===== config.mk =====
export PLATFORM = sky130hd
export DESIGN_NAME = music_score_sequencer
export DESIGN_NICKNAME = d
export VERILOG_FILES = /design/src/rtl/music_score_sequencer.sv
export SDC_FILE = /design/constraint.sdc
export NUM_CORES = 1
export LEC_CHECK = 0
export CORE_MARGIN = 2
export CORE_UTILIZATION = 55
export CTS_CLUSTER_DIAMETER = 30
export DETAILED_ROUTE_END_ITERATION = 16
export DONT_BUFFER_PORTS = 1
export PLACE_DENSITY = 0.81
export SYNTH_ARGS = -nofsm -noshare
export SYNTH_HDL_FRONTEND = slang
export SYNTH_SLANG_ARGS = --single-unit

===== constraint.sdc =====
create_clock -name Clock -period 3 [get_ports Clock]
set_clock_uncertainty 0.15 [all_clocks]
set_input_delay 0.6 -clock Clock [delete_from_list [all_inputs] [get_ports Clock]]
set_output_delay 0.6 -clock Clock [all_outputs]
set_load 0.01 [all_outputs]

===== src/rtl/music_score_sequencer.sv =====
`default_nettype none
// ============================================================================
//  Module   : music_score_sequencer
//  Purpose  : Walks a note table in score memory from a programmable start
//             address. Each note is timed from its duration field using a
//             beat tick. Supports pause/resume, abort, restart and looped
//             playback with a saturating loop counter.
//  Revision : 1.0 - initial release
// ============================================================================
module music_score_sequencer #(
    parameter int AddressBits = 5,
    parameter int DataLength  = 4,
    parameter int TimeBits    = 4,
    parameter int LoopBits    = 8
) (
    input  logic                   Clock,
    input  logic                   Reset,
    input  logic                   Start,
    input  logic                   Stop,
    input  logic                   Pause,
    input  logic                   LoopEnable,
    input  logic                   BeatTick,
    input  logic [AddressBits-1:0] StartAddress,
    input  logic [DataLength-1:0]  KeyOutput,
    input  logic [TimeBits-1:0]    TimeOutput,
    output logic [AddressBits-1:0] CurrentAddress,
    output logic [DataLength-1:0]  NoteKey,
    output logic                   NoteActive,
    output logic                   NoteStart,
    output logic                   EndofScore,
    output logic [LoopBits-1:0]    LoopCount
);

    typedef enum logic [1:0] {
        S_IDLE   = 2'd0,
        S_FETCH  = 2'd1,
        S_PLAY   = 2'd2,
        S_PAUSED = 2'd3
    } state_t;

    // Highest memory address; playback never wraps past it.
    localparam logic [AddressBits-1:0] c_ADDR_LAST = '1;

    state_t                   state_q,  state_d;
    logic [AddressBits-1:0]   addr_q,   addr_d;
    logic [DataLength-1:0]    key_q,    key_d;
    logic [TimeBits-1:0]      dur_q,    dur_d;
    logic [TimeBits-1:0]      beat_q,   beat_d;
    logic [LoopBits-1:0]      loop_q,   loop_d;
    logic                     nstart_q, nstart_d;

    logic [TimeBits-1:0]      w_beat_inc;
    logic [LoopBits-1:0]      w_loop_inc;
    logic [AddressBits-1:0]   w_addr_inc;
    logic [TimeBits-1:0]      w_dur_fetch;

    assign w_beat_inc  = beat_q + TimeBits'(1);
    assign w_addr_inc  = addr_q + AddressBits'(1);
    // Loop counter sticks at all ones rather than wrapping.
    assign w_loop_inc  = (loop_q == '1) ? loop_q : loop_q + LoopBits'(1);
    // A zero duration would never end; treat it as a one-beat note.
    assign w_dur_fetch = (TimeOutput == '0) ? TimeBits'(1) : TimeOutput;

    // State and datapath registers; asynchronous reset to idle.
    always_ff @(posedge Clock or posedge Reset) begin
        if (Reset) begin
            state_q  <= S_IDLE;
            addr_q   <= '0;
            key_q    <= '0;
            dur_q    <= '0;
            beat_q   <= '0;
            loop_q   <= '0;
            nstart_q <= 1'b0;
        end else begin
            state_q  <= state_d;
            addr_q   <= addr_d;
            key_q    <= key_d;
            dur_q    <= dur_d;
            beat_q   <= beat_d;
            loop_q   <= loop_d;
            nstart_q <= nstart_d;
        end
    end

    // Next-state logic: Stop beats Start, Start beats normal sequencing.
    always_comb begin
        state_d  = state_q;
        addr_d   = addr_q;
        key_d    = key_q;
        dur_d    = dur_q;
        beat_d   = beat_q;
        loop_d   = loop_q;
        nstart_d = 1'b0;

        if (Stop) begin
            // Idle reloads the start address anyway; doing it here keeps
            // the address valid on the very first idle cycle.
            state_d = S_IDLE;
            key_d   = '0;
            addr_d  = StartAddress;
        end else if (Start) begin
            // Fresh start from idle, or restart from any playing state.
            state_d = S_FETCH;
            addr_d  = StartAddress;
            loop_d  = '0;
        end else begin
            case (state_q)
                S_IDLE: begin
                    addr_d = StartAddress;
                end

                S_FETCH: begin
                    if (KeyOutput == '0) begin
                        // End marker. Looping back to the marker's own
                        // address would spin forever on an empty score.
                        if (LoopEnable && (addr_q != StartAddress)) begin
                            addr_d = StartAddress;
                            loop_d = w_loop_inc;
                        end else begin
                            state_d = S_IDLE;
                            key_d   = '0;
                        end
                    end else begin
                        key_d    = KeyOutput;
                        dur_d    = w_dur_fetch;
                        beat_d   = '0;
                        nstart_d = 1'b1;
                        state_d  = S_PLAY;
                    end
                end

                S_PLAY: begin
                    if (Pause) begin
                        // A tick arriving with Pause is dropped.
                        state_d = S_PAUSED;
                    end else if (BeatTick) begin
                        if (w_beat_inc == dur_q) begin
                            if (addr_q != c_ADDR_LAST) begin
                                addr_d  = w_addr_inc;
                                state_d = S_FETCH;
                            end else if (LoopEnable) begin
                                // Last memory word acts as an end marker.
                                addr_d  = StartAddress;
                                loop_d  = w_loop_inc;
                                state_d = S_FETCH;
                            end else begin
                                state_d = S_IDLE;
                                key_d   = '0;
                            end
                        end else begin
                            beat_d = w_beat_inc;
                        end
                    end
                end

                S_PAUSED: begin
                    if (!Pause) begin
                        state_d = S_PLAY;
                    end
                end

                default: begin
                    state_d = S_IDLE;
                    key_d   = '0;
                end
            endcase
        end
    end

    assign CurrentAddress = addr_q;
    assign NoteKey        = key_q;
    assign NoteActive     = (state_q == S_PLAY) || (state_q == S_PAUSED);
    assign NoteStart      = nstart_q;
    assign EndofScore     = (state_q == S_IDLE);
    assign LoopCount      = loop_q;

endmodule
`default_nettype wire


==> summary by stage <==
Setup path
By startpoint and endpoint, the worst setup path is classified as flop to flop. In this run the worst path has a maximum fanout of 8. STA classifies the critical path startpoint as a flop. The capturing element type of the critical path is a flop.

The data arrival at the endpoint of the critical path is 2.85 ns. For the worst setup path, the data required time is 3.11 ns.

Final layout
In the final design database the tool counted 206 nets. The leading cell type in the layout, fill and taps excluded is dfrtp_1. The synthesis-to-layout area growth is 3.85%.

Cells with a size suffix above 1 make up 9.39% of the layout. The number of antenna diodes in the final layout is 0. Leaving out fill and tap cells, the most frequent cells in the layout are 28 x dfrtp_1, 15 x nand2_1, 13 x o21ai_0, 10 x nor2_1, 10 x nand3_1. After filler insertion, the fill cell instance count of the layout stands at between 200 and 300.

Clock network
TritonCTS built the clock tree. The number of clock sinks is 28. The clock latency on the worst-skew pair is 0.34 ns. The count of instances resized after the clock tree is built is 0. The clock transition at the register clock pins on the worst setup and hold paths after CTS is 0.16 ns. In this run the deepest clock path goes through 2 buffers. In this run the number of H-tree levels came out at 1. The cell sitting at the root of the clock tree is a clkbuf_4. Buffers inserted to repair hold after CTS numbered 0. The number of CTS-inserted buffers is 3. The number of setup buffers added after CTS is 0.

Place
The weighted congestion at the end of routability-driven global placement is just under 0.9. After legalization and detailed placement, the total HPWL measured roughly 2900 um. The port buffer count is 0.

Die
The initial standard-cell utilization of the core is between 50% and 60%. The die boundary height is 59.9 um. The floorplan has 20 rows. The die outline area is 3590 um^2.

The floorplan step defined a core boundary enclosing 3000 um^2. The width of the die is approximately 60 um. During I/O placement, the number of pins put on the boundary was 40.

STA
The sum of negative setup slack is 0 ns. The hold violation total from the final report is 0. The peak clock frequency supported by timing is 0.365 GHz. Setup violations remaining at the end of the flow were counted as 0. Setup repair after global routing left no endpoint under its margin. The worst path in the final design needs a cycle of 2.74 ns, including I/O delays and setup. The final critical path takes up between 90% and 100% of the cycle. The worst slew margin relative to its limit is between 50% and 60%. The count of pins over their slew limit came to 0.

The measured slew at the worst slew-check pin is between 0.6 and 0.7 ns.

Detailed routing
The routed via count is 1454. The aggregate routed wire length is 3820 um. The average routed wire per standard cell is between 15 and 20 um. For this block, the initial DRC count from the detailed router was between 90 and 100. The count of unresolved DRC violations after routing is 0. Once detail routing completed, the nets flagged for antenna violations numbered 0. For this run, the detailed router's first-pass iteration total came to 4. The average vias per placed instance is 6.79.

Synth
The synthesized flop and latch total is 28. Yosys printed 0 warnings. The post-synth design cell area is 1720 um^2. The proportion of synthesized chip area in sequential cells is 40.7%. Dividing the synthesized area by the synthesized cell count gives 9.40 um^2. The gate count after technology mapping is 183. Counting every net in the synthesized netlist gives roughly 210.

The netlist uses 47 different library cells.

GRT
Global routing finished with a remaining overflow of 0. The maximum number of pins on one net before global-route repair is 17. The initial antenna violation count is 0. For this run, the total global-route usage over all layers was measured as 22.7%. The first global-routing pass estimated 6190 um of wire. The number of global-route vias before repair is 1421.

Pwr
The highest ir drop seen on vdd is approximately 240 uV. The leakage power is 0.777 nW. Power spread over the standard cell area amounts to approximately 470 nW/um^2. Summing internal, switching and leakage power gives 838 uW.

Worst hold path
In this run the worst hold path is classified as input port to async pin.

Flow run
Max-cap violations in this run came to 0.

Status
The run finished with clean final reports.
-- per-layer routing --
| metal | vias to the layer above | wire, um | GRT usage, % |
|---|---|---|---|
| met5 | - | 0 | 0 |
| met4 | 0 | 63 | 9.84 |
| met3 | 7 | 173 | 4.11 |
| met2 | 54 | 1950 | 38.5 |
| met1 | 715 | 1640 | 28.0 |
| li1 | 678 | - | - |
-- state kept, by name, indices dropped and copies added (netlist names) --
signal / flops
dur_q: 4
state_q: 2
NoteStart: 1
LoopCount: 8
beat_q: 4
NoteKey: 4
CurrentAddress: 5
-- kinds of logic (layout without fill, tap and decap cells) --
logic type      after synthesis  after routing  share of synthesized area (%)
compound gates               51             51                           20.5
mux                           5              5                           3.13
simple gates                 71             71                           23.0
xor+xnor                     11             11                           6.40
buf+inv                      13             11                           3.35
fa+ha+maj                     4              4                           2.91
flops                        28             28                           40.7
-- worst paths after layout --
kind                                          end         startpoint  cells past startpoint  slack (ns)
worst max register to register  CurrentAddress[0]  CurrentAddress[0]                      9        0.26
min in group Clock                     state_q[0]               Stop                      1        0.15
max in group asynchronous                dur_q[3]              Reset                      2        2.06
worst min register to register           dur_q[0]           dur_q[0]                      2        0.39
worst max-delay path            CurrentAddress[0]  CurrentAddress[0]                      9        0.26
worst min-delay path                 LoopCount[7]              Reset                      1        0.02
-- final cells by class --
type / count / area [um^2] / area share [%]
clock buffers: 3 / 22.5 / 1.26
clock inverters: 1 / 30.0 / 1.68
inverters: 6 / 22.5 / 1.26
multi-input cells: 142 / 962 / 53.9
flip-flops and latches: 28 / 701 / 39.2
well taps: 33 / 41.3 / 2.31
repair buffers: 1 / 7.51 / 0.420
-- metrics by stage --
stage | instances | cell area [um^2] | hold slack [ns] | worst slack, ns | util (%)
after floorplan | 183 | 1720 | 0.319 | 0.436 | -
after global placement | 210 | 1730 | 0.346 | 0.432 | 57.8
after detailed placement | 210 | 1730 | 0.363 | 0.326 | 57.8
after CTS | 214 | 1790 | 0.0338 | 0.295 | 59.5
after global routing | 214 | 1790 | 0.0323 | 0.0778 | 59.5
final | 214 | 1790 | 0.0159 | 0.258 | 59.5
-- where the power goes --
part	switching, mW	leakage (nW)	internal, mW
clock network	0.118	0.0279	0.135
registers	0.0424	0.369	0.408
logic	0.0742	0.380	0.0610
-- worst max-delay path, stage by stage (launching register included) --
cell	delay, ns
dfrtp_1	0.52
ha_1	0.24
and3_1	0.17
ha_1	0.25
nand2b_1	0.11
a21bo_2	0.23
a21o_1	0.16
a31oi_1	0.54
o211ai_1	0.18
o31ai_1	0.10
-- Yosys cell counts, drive strengths merged --
| library cell | count | area (um^2) |
|---|---|---|
| clkbuf | 5 | 18.8 |
| and3 | 4 | 25.0 |
| or4 | 5 | 41.3 |
| mux2i | 2 | 20.0 |
| and2 | 1 | 6.26 |
| o21ai | 14 | 73.8 |
| nor3 | 5 | 30.0 |
| a2111oi | 1 | 8.76 |
| a41oi | 1 | 8.76 |
| a32o | 1 | 10.0 |
| xnor2 | 3 | 26.3 |
| xor2 | 7 | 61.3 |
| a31o | 1 | 8.76 |
| ha | 4 | 50.1 |
| nand3 | 11 | 60.1 |
| dfrtp | 28 | 701 |
| nor4 | 6 | 37.5 |
| nor2b | 3 | 18.8 |
| o31ai | 3 | 22.5 |
| o32a | 2 | 20.0 |
| o211a | 2 | 20.0 |
| o21a | 1 | 7.51 |
| a211o | 2 | 17.5 |
| nand2b | 5 | 31.3 |
| a22o | 4 | 35.0 |
| buf | 2 | 16.3 |
| a31oi | 6 | 37.5 |
| xnor3 | 1 | 22.5 |
| or3 | 1 | 11.3 |
| or2 | 1 | 6.26 |
| mux2 | 3 | 33.8 |
| a21bo | 1 | 10.0 |
| o211ai | 4 | 30.0 |
| nor2 | 11 | 48.8 |
| and4 | 1 | 8.76 |
| a21o | 1 | 7.51 |
| nand4 | 1 | 6.26 |
| inv | 6 | 22.5 |
| nand2 | 15 | 56.3 |
| or2b | 1 | 7.51 |
| a21oi | 7 | 35.0 |
Note: power is estimated with default switching activity, not from simulation.
